===== src/rtl/ds_scoreboard.sv =====
// ds_scoreboard: per-register in-flight write counters for the decode stage.
// Decode issues writers into it, write-back retires them, flush clears them.
// The stall/issue handshake is purely combinational on the current inputs and
// the registered counters, with a same-cycle write-back bypass for readers.
module ds_scoreboard #(
    parameter int NREG  = 32,
    parameter int AW    = 5,
    parameter int NRD   = 2,
    parameter int CNT_W = 2
) (
    input  logic              clk,
    input  logic              reset,
    input  logic              issue_valid,
    input  logic              issue_we,
    input  logic [AW-1:0]     issue_dest,
    input  logic [NRD-1:0]    rd_need,
    input  logic [NRD*AW-1:0] rd_addr,
    input  logic              wb_we,
    input  logic [AW-1:0]     wb_dest,
    input  logic              flush,
    output logic              stall,
    output logic              issue_fire,
    output logic [NREG-1:0]   busy,
    output logic              sb_err
);

    localparam logic [CNT_W-1:0] CNT_MAX = '1;
    localparam logic [CNT_W-1:0] CNT_ONE = CNT_W'(1);

    // Register 0 is hard-wired zero, so it has no counter at all.
    logic [CNT_W-1:0] cnt_q [1:NREG-1];
    logic [CNT_W-1:0] cnt_d [1:NREG-1];
    logic             sb_err_q;
    logic             sb_err_d;

    logic [NRD-1:0]   src_stall;
    logic [AW-1:0]    src_a;
    logic             sat_stall;
    logic             illegal_retire;
    logic             inc;
    logic             dec;

    // Counter lookup by address; address 0 (and any address >= NREG) reads 0.
    function automatic logic [CNT_W-1:0] cnt_at(input logic [AW-1:0] a);
        logic [CNT_W-1:0] v;
        v = '0;
        for (int r = 1; r < NREG; r++) begin
            if (a == AW'(r)) begin
                v = cnt_q[r];
            end
        end
        return v;
    endfunction

    // A source is ready when nothing is in flight, or the only writer retires now.
    function automatic logic src_ready(input logic [AW-1:0] a);
        logic [CNT_W-1:0] c;
        c = cnt_at(a);
        return (a == '0) || (c == '0) ||
               ((c == CNT_ONE) && wb_we && (wb_dest == a));
    endfunction

    // Decode handshake: source hazards, counter saturation, then acceptance.
    always_comb begin
        src_stall = '0;
        src_a     = '0;
        for (int i = 0; i < NRD; i++) begin
            src_a        = rd_addr[i*AW +: AW];
            src_stall[i] = rd_need[i] & ~src_ready(src_a);
        end
        sat_stall  = issue_we && (issue_dest != '0) &&
                     (cnt_at(issue_dest) == CNT_MAX) &&
                     !(wb_we && (wb_dest == issue_dest));
        stall      = issue_valid & ((|src_stall) | sat_stall);
        issue_fire = issue_valid & ~stall & ~flush;
    end

    // Next counter values and sticky error; flush wins over issue and retire.
    always_comb begin
        illegal_retire = wb_we && (wb_dest != '0) && (cnt_at(wb_dest) == '0);
        sb_err_d       = sb_err_q | illegal_retire;
        inc            = 1'b0;
        dec            = 1'b0;
        for (int r = 1; r < NREG; r++) begin
            inc      = issue_fire && issue_we && (issue_dest == AW'(r));
            dec      = wb_we && (wb_dest == AW'(r)) && (cnt_q[r] != '0);
            cnt_d[r] = cnt_q[r];
            if (flush) begin
                cnt_d[r] = '0;
            end else if (inc && !dec) begin
                cnt_d[r] = cnt_q[r] + CNT_ONE;
            end else if (dec && !inc) begin
                cnt_d[r] = cnt_q[r] - CNT_ONE;
            end
        end
    end

    // State registers, cleared asynchronously by reset.
    always_ff @(posedge clk or posedge reset) begin
        if (reset) begin
            for (int r = 1; r < NREG; r++) begin
                cnt_q[r] <= '0;
            end
            sb_err_q <= 1'b0;
        end else begin
            for (int r = 1; r < NREG; r++) begin
                cnt_q[r] <= cnt_d[r];
            end
            sb_err_q <= sb_err_d;
        end
    end

    // Busy view of the registered counters; bit 0 is permanently clear.
    genvar gi;
    generate
        for (gi = 0; gi < NREG; gi++) begin : g_busy
            if (gi == 0) begin : g_zero
                assign busy[gi] = 1'b0;
            end else begin : g_reg
                assign busy[gi] = (cnt_q[gi] != '0);
            end
        end
    endgenerate

    assign sb_err = sb_err_q;

endmodule


===== config.mk =====
export PLATFORM = sky130hd
export DESIGN_NAME = ds_scoreboard
export DESIGN_NICKNAME = d
export VERILOG_FILES = /design/src/rtl/ds_scoreboard.sv
export SDC_FILE = /design/constraint.sdc
export NUM_CORES = 1
export LEC_CHECK = 0
export BUFFER_PORTS_ARGS = -buffer_cell sky130_fd_sc_hd__clkbuf_2
export CORE_MARGIN = 3
export CORE_UTILIZATION = 40
export CTS_BUF_LIST = sky130_fd_sc_hd__clkbuf_4 sky130_fd_sc_hd__clkbuf_8
export CTS_CLUSTER_DIAMETER = 30
export DETAILED_ROUTE_END_ITERATION = 10
export SYNTH_ARGS = -nofsm -noshare
export SYNTH_HDL_FRONTEND = slang
export SYNTH_SLANG_ARGS = --single-unit

===== constraint.sdc =====
create_clock -name clk -period 3.3 [get_ports clk]
set_clock_uncertainty 0.15 [all_clocks]
set_input_delay 0.66 -clock clk [delete_from_list [all_inputs] [get_ports clk]]
set_output_delay 0.66 -clock clk [all_outputs]
set_load 0.005 [all_outputs]

Yosys cells after proc, flatten, opt, wreduce, memory -nomap -nowiden:

Index checks and enable logic that the tools add are counted.

* bits of input ports: 28
* word-level logic and storage cells: 755
* register bits after elaboration: 63
* output and inout bits: 35

* reduce and logical (&&, ||, !) cells: 303
* equal/unequal tests: 130
* bitwise logic cells: 11
* add/subtract/negate cells: 62
* multiplexer cells: 217

Operators by type and width (count)
* 2-bit 2-to-1 mux: 217
* 5-bit equality test, second input constant: 64
* 1-bit logical AND: 166
* 5-bit by 4-bit equality test with 1-bit output, second input constant: 32
* 3-bit nonzero test: 31
* 5-bit by 3-bit equality test with 1-bit output, second input constant: 16
* 1-bit logical NOT: 63
* 2-bit by 1-bit adder with 2-bit output, second input constant: 31
* 2-bit nonzero test: 31
* 2-bit by 1-bit subtractor with 2-bit output, second input constant: 31
* 5-bit by 2-bit equality test with 1-bit output, second input constant: 8
* 5-bit by 1-bit equality test with 1-bit output, second input constant: 4
* 5-bit equality test: 3
* 5-bit logical NOT: 2
* 5-bit nonzero test: 2
* 2-bit logical NOT: 3
* 1-bit AND: 5
* 2-bit by 1-bit equality test with 1-bit output, second input constant: 2
* 1-bit logical OR: 4
* 1-bit inverter: 4
* 2-bit equality test, second input constant: 1
* 1-bit bitwise OR: 2
* 2-bit OR reduction: 1

Logic depth before layout (Yosys ltp):

* word-level depth: 51
* mapped depth: 15
* depth with buffers taken out: 9

Worst setup path before layout:

OpenSTA, ideal clock, no wires.

* kind: input-to-output
* start: input rd_addr[0]
* end: output issue_fire
* path slack: -0.172 ns
* cell stages on the path: 10
* arrival: 2.662 ns
* required time: 2.490 ns
* path buffers: 2
* cell sequence: buf_6 buf_6 mux2_4 a221oi_2 a2111oi_0 o2111a_1 o311ai_2 o311a_4 nand4_2 nor3b_1

* cells in the longest elaborated chain, start to end: 44
* elaborated cells on any way between the ends: 78
* classes of those cells: eq/ne (33); mux (31); bitwise (7); reduce/logical (7)

RTL lines
* start: declaration: line 17 `input logic [NRD*AW-1:0] rd_addr,`
* 5-bit by 1-bit equality test with 1-bit output: line 48 `if (a == AW'(r)) begin`
* 2-bit 2-to-1 mux (31 in a row): line 48
* 2-bit by 1-bit equality test with 1-bit output: line 60 `((c == CNT_ONE) && wb_we && (wb_dest == a));`
* 1-bit logical AND (2 in a row): line 60
* 1-bit logical OR (*): line 59 `return (a == '0) || (c == '0) ||`
* 1-bit inverter (*): line 69 `src_stall[i] = rd_need[i] & ~src_ready(src_a);`
* 1-bit AND (*): line 69
* 2-bit OR reduction (*): line 74 `stall = issue_valid & ((|src_stall) | sat_stall);`
* 1-bit bitwise OR (*): line 74
* 1-bit AND (*): line 74
* 1-bit inverter (*): line 75 `issue_fire = issue_valid & ~stall & ~flush;`
* 1-bit AND (*) (2 in a row): line 75
* end: declaration: line 22 `output logic issue_fire,`

Mark *: on every way between the ends. The rest lies on a longest branch, timed or not.

Worst setup path after layout:

Ends and elaborated chain as after synthesis.

==> metrics <==
status=finished, violations left; failing checks=setup timing; Worst slew margin=0.396; Main synth FF type=dfrtp_1; Layout Nets=1439; clock-pin slew on the worst setup and hold paths=0.08 ns; Worst-Skew Late Latency=0.36 ns; die height=149 µm; leading cell type in the layout, fill and taps excluded=buf_4; Initial Utilization=0.415; pin count of the biggest net entering global routing=64; Slew Limit Fails=0; largest area contributor in the netlist=dfrtp_1; crit-path max FO=6; Setup-failing EPs final=4; cell mode on critical path=buf_12; Cell variety after synth=93; Max Clk Rate=0.270 GHz; fraction of registers with async set/reset=1.00; global-route wire length before repair=61800 µm; num rows=51; Slowest cell on crit path=mux2_4; final WL=42600 µm; routed len/inst=25.3 µm; CTS sink count=63; multi-input logic area=0.00618 mm²; Overall Power=2.46 mW; I/O Pins=63; RSZ-0062 raised after global routing=true; crit end category=primary output; syn_nets=1182; Max rail drop VDD=148 µV; internal power=1.62 mW; H-tree depth=3; Synth area leaders=dfrtp_1, nand2_1, a21oi_1; Gate power share=0.360; Worst Tran Pin Value=0.907 ns; sequential share of power=0.315; Net Sw Frac=0.344; commonest cells after routing, fill and taps aside=buf_4, nand2_1, a21oi_1; dpl hpwl=32600 µm; Die Width=149 µm; initial DRC count=1168; net load switching power=0.848 mW; crit path DAT=2.89 ns; initial antenna violation count=2; CTS tree=built; CTS buffer count=9; GRT Residual Overflow=0; area share of the largest cell type after synthesis=0.192; final critical-path share of the clock period=1.12; Avg Synthesized Cell Area=7.11 µm²; clock root buffer=clkbuf_8; port bufs=61; clk buf depth=2; final antenna-violating net count=0; Placeable Area=0.0198 mm²; Die ar.=0.0223 mm²; pre-CTS WS=-0.486 ns; Syn. warnings=0; CP Class=in -> out; slowest stage delay, CP=0.31 ns; PD cells=220 mW/mm²; First-pass DRT Iterations=6; Hold Path Class=in -> async; setup ws final=-0.398 ns; via count of the first global-routing pass=10200; number of max-cap violations=0; Yosys reg bits=63; Filler Cell Count=1916; sequential fraction of the synthesis area=0.192; crit path cell chain=buf_12, buf_12, mux2_4, a221oi_4, a2111oi_4, o2111a_1, o311ai_2, o311a_4, nand4_4, nor3b_2, buf_2; vias after detailed routing=10900; placer's final routability congestion estimate=1.06; Area Growth Syn to Fin=36.5%; EDFF count, synth=0; DRC Markers=0; Cells after Synth=1154; via-per-instance ratio=6.49; Tmin final=3.70 ns; Startpoint Class=input pin; Clock power frac=0.325; critical path required time=2.49 ns; GR Util All Layers=0.369; share of cells above drive strength 1=0.348; FF+latch area=0.00158 mm²; synthesized cell area=0.00821 mm²; final hold violations=0; Pleak=4.75 nW
[worst max-delay path, delay by kind of cell]
kind | cells | cell delay (ns)
simple gates | 2 | 0.31
compound gates | 5 | 1.20
buf+inv | 3 | 0.37
mux | 1 | 0.31
[repair_timing]
item | in CTS | in global routing
buffers inserted | 0 | 0
endpoints found under the setup margin | 28 | 51
resized for setup | 20 | 46
hold endpoints to repair | 0 | 0
hold buffers | 0 | 0
pin swaps | 6 | 16
cloned | 0 | 5
[logic make-up (layout without fill, tap and decap cells)]
family	count (synthesis)	count (layout)	synth area share
simple gates	536	537	0.364
compound gates	365	365	0.298
buf+inv	144	404	0.0849
flops	63	63	0.192
mux	29	29	0.0427
xor+xnor	16	16	0.0171
other cells	1	2	0.000457
[metal layers]
metal | GRT usage | wire [µm]
met1 | 0.477 | 16700
met2 | 0.563 | 18500
met3 | 0.103 | 4840
met4 | 0.186 | 2550
met5 | 0 | 26
[power by group through the flow]
stage	sequential [mW]	clock, mW	combinational [mW]
global placement	0.790	0	0.796
CTS	0.775	0.798	0.809
global route	0.775	0.828	0.938
floorplan	0.789	0	0.435
finish	0.775	0.801	0.888
detailed placement	0.790	0	0.795
[layout make-up]
class / instances / area share
antenna: 1 / 0.000223
clock buffer: 12 / 0.0136
clock inverter: 3 / 0.00603
inverter: 33 / 0.0114
multi-input combinational: 948 / 0.551
sequential: 63 / 0.141
tap: 265 / 0.0296
timing repair buffer: 356 / 0.247
[synth_stat cells, drive strengths merged, types with 10 or more instances]
cell type  count
mux2          12
o211ai        10
clkbuf        60
nor3          36
o21ai         78
nand2b        24
or2           35
nor2b         25
or3           13
mux2i         14
inv           32
nand3         66
nor3b         31
o22ai         18
a31oi         30
nand4         23
a21oi         86
nand2        115
and2          22
a211oi        20
buf           51
and3          23
nor4          14
dfrtp         63
nor2          77
[flip-flops by register name (all words and copies together), names as in the netlist]
signal and cells:
cnt_q 62, sb_err 1
[metrics by stage]
stage / cell area [µm²] / hold slack, ns / util / instances / TNS (ns)
floorplan: 8240 / 0.412 / - / 1154 / -0.102
global placement: 10600 / 0.532 / 0.536 / 1660 / -23.27
detailed placement: 10600 / 0.528 / 0.536 / 1660 / -22.27
CTS: 10900 / 0.177 / 0.551 / 1675 / -0.707
global route: 11200 / 0.209 / 0.566 / 1680 / -1.77
finish: 11200 / 0.167 / 0.566 / 1681 / -0.836
[path summary, 6_finish.rpt]
check                        endpoint  startpoint  cells after the start  slack (ns)
min in group clk            cnt_q[43]   cnt_q[42]                      3        0.56
min                         cnt_q[51]       reset                      2        0.17
max reg2reg                 cnt_q[46]   cnt_q[59]                     11       -0.03
max in group asynchronous    cnt_q[6]       reset                      3        2.00
min reg2reg                 cnt_q[43]   cnt_q[42]                      3        0.56
max                        issue_fire  rd_addr[0]                     11       -0.40
Note: power is estimated with default switching activity, not from simulation.
